### config.mk
export PLATFORM = sky130hd
export DESIGN_NAME = shift_sequencer
export DESIGN_NICKNAME = d
export VERILOG_FILES = /design/src/rtl/shift_sequencer.sv
export SDC_FILE = /design/constraint.sdc
export NUM_CORES = 1
export LEC_CHECK = 0
export CAP_MARGIN = 25
export CORE_UTILIZATION = 49
export CTS_CLUSTER_DIAMETER = 50
export DETAILED_ROUTE_END_ITERATION = 10
export GPL_TIMING_DRIVEN = 0
export PLACE_DENSITY = 0.89
export REMOVE_ABC_BUFFERS = 1
export SLEW_MARGIN = 20
export SYNTH_ARGS = -nofsm -noshare
export SYNTH_HDL_FRONTEND = slang
export SYNTH_SLANG_ARGS = --single-unit
### constraint.sdc
create_clock -name clk -period 1.8 [get_ports clk]
set_input_delay 0.54 -clock clk [delete_from_list [all_inputs] [get_ports clk]]
set_output_delay 0.54 -clock clk [all_outputs]
set_load 0.05 [all_outputs]
### src/rtl/shift_sequencer.sv
// Multi-step shift controller. It loads an operand and then applies a one-position
// 4-bit shifter once per clock, `amount` times, pulsing done when the count is spent.

module barrel_shifter (
  input  logic [2:0] cod,
  input  logic [3:0] E,
  output logic [3:0] S
);
  always_comb begin
    S = E;
    case (cod)
      3'b001:  S = {1'b0, E[3:1]};
      3'b010:  S = {E[2:0], 1'b0};
      3'b011:  S = {E[0], E[3:1]};
      3'b101:  S = {E[3], E[3:1]};
      3'b110:  S = {E[3], E[1:0], 1'b0};
      3'b111:  S = {E[2:0], E[3]};
      default: S = E;
    endcase
  end
endmodule

module shift_sequencer #(
  parameter int AMT_W = 3
) (
  input  logic             clk,
  input  logic             rst_n,
  input  logic             start,
  input  logic [2:0]       op,
  input  logic [3:0]       data_in,
  input  logic [AMT_W-1:0] amount,
  output logic             busy,
  output logic             done,
  output logic [3:0]       result
);
  typedef enum logic [1:0] {IDLE, RUN, DONE} state_t;

  state_t           state, nstate;
  logic [3:0]       acc, shf;
  logic [AMT_W-1:0] cnt;
  logic [2:0]       op_r;
  logic             accept;

  barrel_shifter u_shf (.cod(op_r), .E(acc), .S(shf));

  // DONE accepts like IDLE so back-to-back requests see no bubble
  assign accept = start && (state == IDLE || state == DONE);

  always_comb begin
    nstate = state;
    case (state)
      IDLE, DONE: begin
        if (start)
          nstate = (amount == '0 || op[1:0] == 2'b00) ? DONE : RUN;
        else
          nstate = IDLE;
      end
      RUN:     if (cnt == AMT_W'(1)) nstate = DONE;
      default: nstate = IDLE;
    endcase
  end

  always_ff @(posedge clk or negedge rst_n) begin
    if (!rst_n) state <= IDLE;
    else        state <= nstate;
  end

  always_ff @(posedge clk or negedge rst_n) begin
    if (!rst_n) begin
      acc  <= '0;
      cnt  <= '0;
      op_r <= '0;
    end else if (accept) begin
      acc  <= data_in;
      op_r <= op;
      cnt  <= amount;
    end else if (state == RUN) begin
      acc <= shf;
      cnt <= cnt - AMT_W'(1);
    end
  end

  assign busy   = (state == RUN);
  assign done   = (state == DONE);
  assign result = acc;
endmodule

# Word-level counts from Yosys, hierarchy flattened

Index checks and enable logic that the tools add are counted.

Flip-flop bits (word level): 12
Bits in latches: 0
RAM bits: 0
ROM bits: 0
Bits of input ports: 13
Word-level logic and storage cells: 39
Memories kept: 0

Add/sub/neg operators: 1
Multipliers: 0
Divide/modulo/power cells: 0
Order comparisons: 0
Eq/ne operators: 12
Shift operators: 0
Muxes and demuxes: 9
Bitwise gates (word level): 0
Reduce and logical (&&, ||, !) cells: 12

Operators with widths:

| operator              | count |
|---|---|
| $pmux W4 S6           | 1 |
| $eq A3 B3 Y1 const B  | 3 |
| $mux W4               | 2 |
| $reduce_bool A7 Y1    | 1 |
| $eq A3 B1 Y1 const B  | 2 |
| $eq A3 B2 Y1 const B  | 2 |
| $mux W2               | 3 |
| $mux W3               | 2 |
| $reduce_bool A5 Y1    | 1 |
| $logic_not A2 Y1      | 2 |
| $ne A2 B2 Y1 const B  | 2 |
| $pmux W2 S2           | 1 |
| $reduce_and A4 Y1     | 1 |
| $logic_not A3 Y1      | 1 |
| $sub A3 B1 Y3 const B | 1 |
| $eq A2 B1 Y1 const B  | 1 |
| $eq A2 B2 Y1 const B  | 1 |
| $logic_or A1 B1 Y1    | 2 |
| $ne A2 B1 Y1 const B  | 1 |
| $reduce_and A2 Y1     | 1 |
| $reduce_bool A2 Y1    | 1 |
| $reduce_or A2 Y1      | 1 |
| $logic_and A1 B1 Y1   | 1 |

# Logic depth before layout (Yosys ltp)

Word-level depth: 5
Gate-level depth with buffers: 5
Depth with buffers taken out: 5

# Hierarchy

From an unflattened synthesis, not the netlist that was laid out.

Cell total of the unflattened synthesis: 83
Area total of the unflattened synthesis: 820.8 um^2

Modules (own cells, without submodules):

| module          | times used | cells an instance | area each (um^2) |
|---|---|---|---|
| shift_sequencer | 1          | 61                | 668.1 |
| barrel_shifter  | 1          | 22                | 152.6 |

# Worst setup path before layout

OpenSTA, ideal clock, no wires.

Path kind: register to output
From: register state[0]
To: output port done
Arrival: 1,121 ps
Data required time: 1,260 ps
Path slack: 139 ps
Cell stages (with the launch flop): 2
Path buffers: 0
Path through: dfrtp_1 -> nor2b_1

Word-level cells in the longest chain between the ends: 1

Ends and longest elaborated chain:

| what                   | line | text |
|---|---|---|
| from (decl)            | 38   | `state_t state, nstate;` |
| from (signal assigned) | 65   | `else state <= nstate;` |
| $eq A2 B2 Y1           | 84   | `assign done = (state == DONE);` |
| to (decl)              | 33   | `output logic done,` |

Every way passes these cells.

# Worst setup path after layout

From: register acc[2], in the netlist result[2]
To: output port result[2]

RTL lines:

| what                   | line | text |
|---|---|---|
| from (decl)            | 39   | `logic [3:0] acc, shf;` |
| from (signal assigned) | 74   | `acc <= data_in;` |
| to (decl)              | 34   | `output logic [3:0] result` |

No word-level cell between the ends.

==> key figures <==
Clocking
  – Clock Sinks: 12
  – Postcts setup bufs: 0
  – Worst-Skew Late Latency: ~0.28 ns
  – Clock transition at the registers of the reported paths: ~0.080 ns
  – CTS Buf Count: 3
  – Root buffer cell: clkbuf_4
  – CTS Buffer Depth: 2
  – H-tree lvl count: 1
  – Hold Buf Count CTS: 0
  – CTS tree: done

Synth
  – Post-synthesis average cell area: 9.551 um2
  – Synth top area cells: dfrtp_1, nand2_1, mux2i_1
  – Synthesized flop and latch total: 12
  – XOR/XNOR share of the synthesized area: 0.01292
  – Synth cell types: 27
  – Register area share after synthesis: 0.4428
  – Multiplexer share of the synthesized area: 0.06089
  – Main combinational cell family by area after synthesis: compound AO/OA/AOI/OAI gates
  – Synth Instances: 71
  – Post-synthesis compound-gate area fraction: 0.2196
  – YS warnings: 0
  – Post-Syn Area: just under 700 um2
  – Post-synth top area share: 0.4428
  – Simple-Gate Fraction of Synth Area: 0.1697
  – Largest area contributor in the netlist: dfrtp_1
  – Post-synthesis adder-cell area fraction: 0.05351

Setup path
  – CP arrival: 1.22 ns
  – Buf/Inv on CP: 1
  – Register-to-Register Setup Slack: approximately 0.47 ns
  – Worst r2r dst: result[0]
  – Crit-path max cell delay: around 0.52 ns
  – Worst EP required: between 1 and 1.5 ns
  – CP delay by family, top: buffers and inverters
  – Crit Path Max Fanout: 5
  – Nature of the critical path startpoint: register
  – RR Startpoint: state[1]
  – Slowest CP cell: clkdlybuf4s15_1
  – Worst-case reg-to-reg path depth: 5
  – Crit path capture type: output pin
  – Crit-path cells: clkdlybuf4s15_1
  – CP Class: register to output pin

Flow run
  – Maxcap violations: 0

Route
  – Routed Antenna Nets: 0
  – First drt pass iteration count: 4
  – DRT iter0 DRCs: 11
  – Via count: 583
  – Routed wire length: between 1000 and 1500 um
  – Drt wl/cell: ~13 um
  – DRC violations left: 0
  – Vias per cell: between 5 and 6

Global route
  – Gr usage total: 0.2107
  – Gr ovfl total: 0
  – Antenna violations before repair: 0
  – Vias in the first global route: ~500
  – First-pass GRT wire length: just over 2000 um
  – Largest net degree at the start of global routing: 15

Worst hold path
  – Hold Path Stages: 2
  – Critical hold path startpoint: cnt[1]
  – Worst Hold End: cnt[1]
  – Worst min path class: register to register

Timing
  – Final Max Slew Viols: 0
  – Max-Slew Margin vs Limit: 0.6297
  – Final min period: roughly 1.8 ns
  – Unrepaired setup endpoints after global routing: no
  – Slew @ Worst Pin: between 0.5 and 0.6 ns
  – Tcrit/Tclk final: 0.9784
  – Fmax: between 0.5 and 0.6 GHz
  – Endpoints failing setup: 0
  – Final hold violation count: 0
  – Clk_skew: between 0.009 and 0.01 ns

Pwr
  – Power Density: 1922 nW/um2
  – Psw: 841.0 uW
  – Gate power share: 0.554
  – Worst vdd ir: roughly 1.1 mV
  – Leakage: between 0.0003 and 0.0004 uW
  – Clock network power share: 0.123
  – Switching share of power: 0.4817
  – Flop pwr share: 0.322
  – Cell internal pwr: a little over 900 uW

Floorplanning
  – I/O Pins: 19
  – Die Wd: approximately 40 um
  – Die Area: about 1500 um2
  – Core ar.: 1301 um2
  – Die Y: 39.20 um
  – Initial Util: 0.5212
  – Cell Rows: 13

Placement
  – IO Port Bufs: 18
  – Post-DP HPWL: between 1000 and 1500 um
  – GP Congestion: between 0.7 and 0.8
  – Placed Instance Area: a little under 900 um2

Layout
  – Final core occ: 0.6981
  – # nets final: roughly 110
  – Post-route cell area: between 900 and 1000 um2
  – Commonest non-fill, non-tap cell in the layout: nand2_1
  – N_diodes: 0
  – Most frequent cells in the layout: nand2_1, dfrtp_1, clkdlybuf4s50_1
  – Share of cells above drive strength 1: 0.1957
  – Area delta synth->final: 33.95%

Run status
  – Outcome: finished, final reports clean
==> stage by stage <==
stage	TNS, ns	hold WS [ns]	cells	worst slack [ns]	total power, uW
final	0	0.5248	107	0.03891	1746
after global routing	0	0.5688	107	0.003596	1866
after CTS	-0.1418	0.5273	107	-0.1418	1743
after detailed placement	-3.775	0.5122	103	-0.4313	1557
after global placement	-3.518	0.5034	103	-0.4303	1516
after floorplan	0	0.2444	70	0.1394	1266
==> flip-flops by register name (all words and copies together), names as in the netlist <==
name,cells
op_r,3
result,4
state,2
cnt,3
==> power by group through the flow <==
stage / sequential [uW] / clock, uW / combinational [uW]
5_1_grt: 583 / 230 / 1050
2_1_floorplan: 692 / 0 / 574
3_3_place_gp: 554 / 0 / 962
4_1_cts: 562 / 218 / 962
3_5_place_dp: 567 / 0 / 990
6_report: 563 / 215 / 967
==> worst max path at each step <==
stage	to	start	depth (start not counted)
after floorplan	done	state[0]	1
after global placement	result[3]	start	5
after detailed placement	result[3]	start	5
after CTS	busy	state[1]	3
after global routing	result[1]	result[1]	1
final	result[2]	result[2]	1
==> cells by family (layout without fill, tap and decap cells) <==
logic type / Yosys count / count (layout)
xor gates and xnor gates: 1 / 1
buffers and inverters: 7 / 28
adders and majority gates: 3 / 3
and+or+nand+nor: 24 / 24
DFF: 12 / 12
AOI/OAI and AO/OA: 20 / 20
muxes: 4 / 4
==> layout make-up <==
type,count,area (um2)
clock buffers,4,36.28
inverters,6,22.52
multi-input cells,52,352.8
well taps,15,18.77
fillers,115,392.9
flip-flops and latches,12,300.3
repair buffers,18,177.7
==> per-layer routing <==
| layer | share of wire | GRT usage |
|---|---|---|
| met3 | 0.038 | 0.05202 |
| met1 | 0.50 | 0.2816 |
| met2 | 0.44 | 0.2917 |
| met4 | 0.026 | 0.1466 |
| met5 | 0 | 0 |
==> synth_stat cells (all sizes together) <==
library cell	instances
a211oi	2
a21oi	2
a22o	1
a31oi	1
buf	1
dfrtp	12
ha	2
inv	6
maj3	1
mux2	1
mux2i	3
nand2	13
nand2b	2
nand3	3
nor2	1
nor2b	4
nor3	1
o211ai	3
o21ai	5
o22ai	3
o31a	1
o31ai	1
o32ai	1
xor2	1
==> repair_timing <==
action                                  CTS  global route
gates resized for setup                  12             9
pin swaps                                 0             0
endpoints found under the setup margin   15             5
Power figures use the tool's default switching activity.
